<file path="config.mk">
export PLATFORM = sky130hd
export DESIGN_NAME = scoreboard_cmp
export DESIGN_NICKNAME = d
export VERILOG_FILES = /design/src/rtl/scoreboard_cmp.sv
export SDC_FILE = /design/constraint.sdc
export NUM_CORES = 1
export LEC_CHECK = 0
export ABC_AREA = 1
export CORE_UTILIZATION = 30
export CTS_BUF_LIST = sky130_fd_sc_hd__clkbuf_2
export CTS_CLUSTER_DIAMETER = 50
export DETAILED_ROUTE_END_ITERATION = 10
export PLACE_DENSITY_LB_ADDON = 0.25
export SYNTH_ARGS = -nofsm -noshare
export SYNTH_HDL_FRONTEND = slang
export SYNTH_SLANG_ARGS = --single-unit
</file>
<file path="constraint.sdc">
create_clock -name clk -period 2.6 [get_ports clk]
set_input_delay 0.26 -clock clk [delete_from_list [all_inputs] [get_ports clk]]
set_output_delay 0.26 -clock clk [all_outputs]
set_load 0.03 [all_outputs]
</file>
<file path="src/rtl/scoreboard_cmp.sv">
// Scoreboard for the up/down/load counter family: reference model, latency-matched
// expected outputs, registered compare, saturating error count and first-error capture.
module scoreboard_cmp #(
  parameter int W       = 32,
  parameter int STEP    = 3,
  parameter int LATENCY = 1,
  parameter int CW      = 16
) (
  input  logic          clk,
  input  logic          reset,
  input  logic          enable,
  input  logic [1:0]    modo,
  input  logic [W-1:0]  D,
  input  logic [W-1:0]  dut_q,
  input  logic          dut_rco,
  output logic [W-1:0]  exp_q,
  output logic          exp_rco,
  output logic          mismatch,
  output logic [CW-1:0] err_count,
  output logic          first_err,
  output logic [CW-1:0] first_cycle,
  output logic [W-1:0]  first_exp_q,
  output logic [W-1:0]  first_dut_q
);

  localparam logic [W-1:0]  STEP_W  = W'(STEP);
  localparam logic [W-1:0]  Q_MAX   = '1;
  localparam logic [CW-1:0] CNT_MAX = '1;

  // Returns {rco, q} for one enabled model step; all arithmetic wraps mod 2^W.
  function automatic logic [W:0] model_next(input logic [1:0] m, input logic [W-1:0] q,
                                            input logic [W-1:0] d);
    logic [W:0] nxt;
    case (m)
      2'b00:   nxt = (q == Q_MAX) ? {1'b1, {W{1'b0}}} : {1'b0, q + 1'b1};
      2'b01:   nxt = (q == '0) ? {1'b1, Q_MAX} : {1'b0, q - 1'b1};
      2'b10:   nxt = {(q < STEP_W), q - STEP_W};
      default: nxt = {1'b1, d};
    endcase
    return nxt;
  endfunction

  function automatic logic [CW-1:0] sat_inc(input logic [CW-1:0] c);
    return (c == CNT_MAX) ? c : c + 1'b1;
  endfunction

  logic [W-1:0]  q_p0;
  logic          rco_p0;
  logic          vld_p0;
  logic          chk_valid;
  logic          fail;
  logic [CW-1:0] cyc_cnt;

  // Stage p0: reference model register; vld_p0 marks a value produced by an enabled step.
  always_ff @(posedge clk) begin
    if (!reset) begin
      q_p0   <= '0;
      rco_p0 <= 1'b0;
      vld_p0 <= 1'b0;
    end else begin
      vld_p0 <= enable;
      if (enable) {rco_p0, q_p0} <= model_next(modo, q_p0, D);
    end
  end

  generate
    if (LATENCY == 0) begin : g_nodly
      assign exp_q     = q_p0;
      assign exp_rco   = rco_p0;
      assign chk_valid = vld_p0;
    end else begin : g_pipe
      logic [W-1:0] q_pipe   [LATENCY];
      logic         rco_pipe [LATENCY];
      logic         vld_pipe [LATENCY];

      // Alignment pipe: shifts every cycle so model output tracks the DUT's fixed delay.
      always_ff @(posedge clk) begin
        if (!reset) begin
          for (int i = 0; i < LATENCY; i++) begin
            q_pipe[i]   <= '0;
            rco_pipe[i] <= 1'b0;
            vld_pipe[i] <= 1'b0;
          end
        end else begin
          q_pipe[0]   <= q_p0;
          rco_pipe[0] <= rco_p0;
          vld_pipe[0] <= vld_p0;
          for (int i = 1; i < LATENCY; i++) begin
            q_pipe[i]   <= q_pipe[i-1];
            rco_pipe[i] <= rco_pipe[i-1];
            vld_pipe[i] <= vld_pipe[i-1];
          end
        end
      end

      assign exp_q     = q_pipe[LATENCY-1];
      assign exp_rco   = rco_pipe[LATENCY-1];
      assign chk_valid = vld_pipe[LATENCY-1];
    end
  endgenerate

  assign fail = chk_valid && ((dut_q != exp_q) || (dut_rco != exp_rco));

  // Compare stage: registered result, counters and first-error snapshot.
  always_ff @(posedge clk) begin
    if (!reset) begin
      mismatch    <= 1'b0;
      err_count   <= '0;
      first_err   <= 1'b0;
      first_cycle <= '0;
      first_exp_q <= '0;
      first_dut_q <= '0;
      cyc_cnt     <= '0;
    end else begin
      mismatch <= fail;
      cyc_cnt  <= sat_inc(cyc_cnt);
      if (fail) err_count <= sat_inc(err_count);
      if (fail && !first_err) begin
        first_err   <= 1'b1;
        first_cycle <= cyc_cnt;
        first_exp_q <= exp_q;
        first_dut_q <= dut_q;
      end
    end
  end

endmodule

</file>
==> impl_metrics.csv <==
group,metric,value,unit
floorplanning,dieArea,37580,sq um
finish,post-route-util,0.3899,
setup_path,reg2reg_from,"q_p0[25]",
floorplanning,start_util,0.3075,
floorplanning,fp-row-count,69,
setup_path,slowest_stage,"clkdlybuf4s50_1",
timing,clock.fmax,408.0,MHz
setup_path,start_kind,"register",
min_path,hold_start,"dut_q[21]",
floorplanning,die_y,193.9,um
finish,final_cell_mix,"nand2_1 (577), nor2_1 (355), inv_1 (265)",
detailed_routing,routed_wl,39020,um
min_path,hold_class,"in2reg",
clocking,cts_buffer_depth,2,
setup_path,crit_path_end_kind,"primary output",
logic_synthesis,synth_edf_count,0,
timing,fin_hold_ws,0.07642,ns
setup_path,ff2ff_path_depth,11,
detailed_routing,route.detailed.drc,0,
timing,tns,0,ns
logic_synthesis,ys_seq_area_frac,0.3299,
detailed_routing,wl_per_cell,15.44,um
setup_path,critPathCapture,"exp_q[25]",
setup_path,worst_path_largest_cell_delay,0.67,ns
place,io_buffers,200,
setup_path,crit_start,"g_pipe.q_pipe[0][25]",
detailed_routing,viasPerCell,4.667,
grt,grt_first_pass_wirelength,60740,um
detailed_routing,dr.pass1.iters,6,
timing,min_period,2.451,ns
power_and_ir_drop,power_density,493.8,nW/um^2
clocking,cts_tree,"yes",
detailed_routing,drt_iter0_drc,841,
logic_synthesis,yosysTopAreaCell,"dfxtp_1",
setup_path,crit_chain,"buf_4 > clkdlybuf4s50_1",
finish,final_nets,2129,
clocking,cts_root_buf,"clkbuf_2",
power_and_ir_drop,ir_worst_vdd,0.2249,mV
grt,gr-total-overflow,0,
logic_synthesis,netlist_area,11040,sq um
outcome,status,"complete, no violations",
setup_path,crit_buf_inv,2,
timing,fin_skew,0.04389,ns
logic_synthesis,syn_area_per_cell,5.960,sq um
timing,maxSlewHeadroom,0.3363,
setup_path,r2r_slack,0.31,ns
clocking,clkTransAtPathRegs,0.29,ns
power_and_ir_drop,p_total,6916,uW
setup_path,crit_required,2.34,ns
clocking,cts_sinks,182,
detailed_routing,ant_nets,0,
logic_synthesis,synth.area.top_cells,"dfxtp_1 (33%), nand2_1 (20%), nor2_1 (12%)",
timing,hold_viol_final,0,
setup_path,rr_endpoint,"q_p0[21]",
logic_synthesis,yosysTopAreaCellShare,0.3299,
setup_path,crit_fanout,3,
timing,rsz0062_at_grt,"false",
floorplanning,die_w,193.9,um
floorplanning,ios,201,
run,drv_cap,0,
logic_synthesis,netlist_instances,1853,
timing,fin_crit_sh,0.9427,
grt,antenna_found_initial,1,
logic_synthesis,synthFlopType,"dfxtp_1",
logic_synthesis,ys.warnings.count,0,
clocking,clk-insertion-delay-late,0.81,ns
logic_synthesis,synth_cell_types,44,
finish,layout_commonest_cell,"nand2_1",
floorplanning,core,35910,sq um
place,hpwl,30360,um
power_and_ir_drop,p_leak,0.006668,uW
grt,grt_max_degree,86,
timing,setup_viol_count_final,0,
logic_synthesis,synthesis.nets,1928,
timing,slew_violations,0,
setup_path,path_depth,2,
setup_path,criticalPathCategory,"reg2out",
detailed_routing,vias,11799,
setup_path,cpLargestDelayFamily,"buffers and inverters",
grt,grt_util_all_layers,0.2057,
place,gp_congestion,0.9495,
setup_path,worstPathArrival,2.19,ns
timing,worst_pin_slew,0.9956,ns
grt,grt_pass1_vias,10797,
logic_synthesis,synth-async-reset-ratio,0,
finish,layout-area-overhead-vs-synth,26.82,%
logic_synthesis,ys_ff_latch,182,
finish,layout-drive-gt1-share,0.05954,
clocking,cts_inserted_buffers,17,
clocking,cts_htree_levels,4,
## power by group
part,internal [uW],leakage [uW],switching [uW]
Sequential,2940,0.00148,173
Combinational,707,0.00501,1300
Clock,743,0.000179,1050
## per-layer routing
| layer | share of wire | GRT usage |
|---|---|---|
| met5 | 0 | 0 |
| met4 | 0.023 | 0.06143 |
| met3 | 0.062 | 0.03235 |
| met2 | 0.44 | 0.3309 |
| met1 | 0.47 | 0.2820 |
## final cells by class
| class | count | area, sq um |
|---|---|---|
| diodes | 1 | 2.502 |
| inverters | 271 | 1017 |
| clock buffers | 17 | 85.08 |
| well taps | 461 | 576.8 |
| flip-flops and latches | 182 | 3643 |
| multi-input cells | 1324 | 5952 |
| clock inverters | 14 | 222.7 |
| repair buffers | 258 | 2505 |
| fillers | 3920 | 21910 |
## per-stage QoR
step / instances / instance area [sq um] / worst slack [ns]
3_5_place_dp: 2483 / 13560 / 0.07332
4_1_cts: 2527 / 14000 / 0.08785
2_1_floorplan: 1853 / 11040 / 0.7021
6_report: 2528 / 14000 / 0.1489
3_3_place_gp: 2483 / 13560 / 0.06858
5_1_grt: 2528 / 14000 / 0.04450
## cells by family (layout without fill, tap and decap cells)
| logic type | after synthesis | count (layout) | share of synthesized area |
|---|---|---|---|
| AO/OA/AOI/OAI | 131 | 131 | 0.06345 |
| other | 0 | 1 | 0 |
| XOR/XNOR | 40 | 40 | 0.03172 |
| adder cells (fa/ha/maj) | 5 | 5 | 0.005665 |
| buffers and inverters | 347 | 560 | 0.1318 |
| flip-flops | 182 | 182 | 0.3299 |
| AND/OR/NAND/NOR | 1148 | 1148 | 0.4375 |
## registers in the layout, summed over array words and instances (netlist names), 16 cells and up
signal and cells:
q_p0 32, first_cycle 16, first_dut_q 32, cyc_cnt 16
err_count 16, first_exp_q 32, g_pipe.q_pipe 32
## Yosys cell counts, types with 4 or more instances
cell and number:
inv_2 5, nor2_4 9, nor3_1 18, ha_1 5, nand3_1 93, buf_2 20, o21ai_0 63, dfxtp_1 182
nand4_1 54, xor2_1 32, and2_1 4, buf_4 8, a21oi_1 41, buf_1 7, o21ai_1 9, clkbuf_1 28
buf_6 13, o211ai_1 4, nand3_2 4, xnor2_1 8, nor2_1 355, inv_1 265, nand2_2 9, nor2_2 11
nand2_1 577
## repair_timing
action	in CTS	in global routing
hold buffers	13	0
buffers inserted	0	0
resized for setup	0	0
hold endpoints to repair	19	0
## worst min path at each step
stage | cells after the start | endpoint
final | 3 | first_dut_q[21]
after floorplan | 1 | q_p0[1]
after CTS | 5 | q_p0[29]
after detailed placement | 2 | g_pipe.vld_pipe[0]
after global routing | 3 | first_dut_q[12]
after global placement | 2 | g_pipe.vld_pipe[0]
## worst register-to-register path, cell delays in order, from the launching register on
cell,delay [ns]
dfxtp_1,0.70
nor2_2,0.07
nand2_1,0.13
nor2_1,0.08
nand2_4,0.13
nor2_8,0.06
nor2_4,0.15
nor2_8,0.09
inv_2,0.28
nand2_1,0.10
nor2_1,0.29
o21ai_0,0.12
Power figures use the tool's default switching activity.
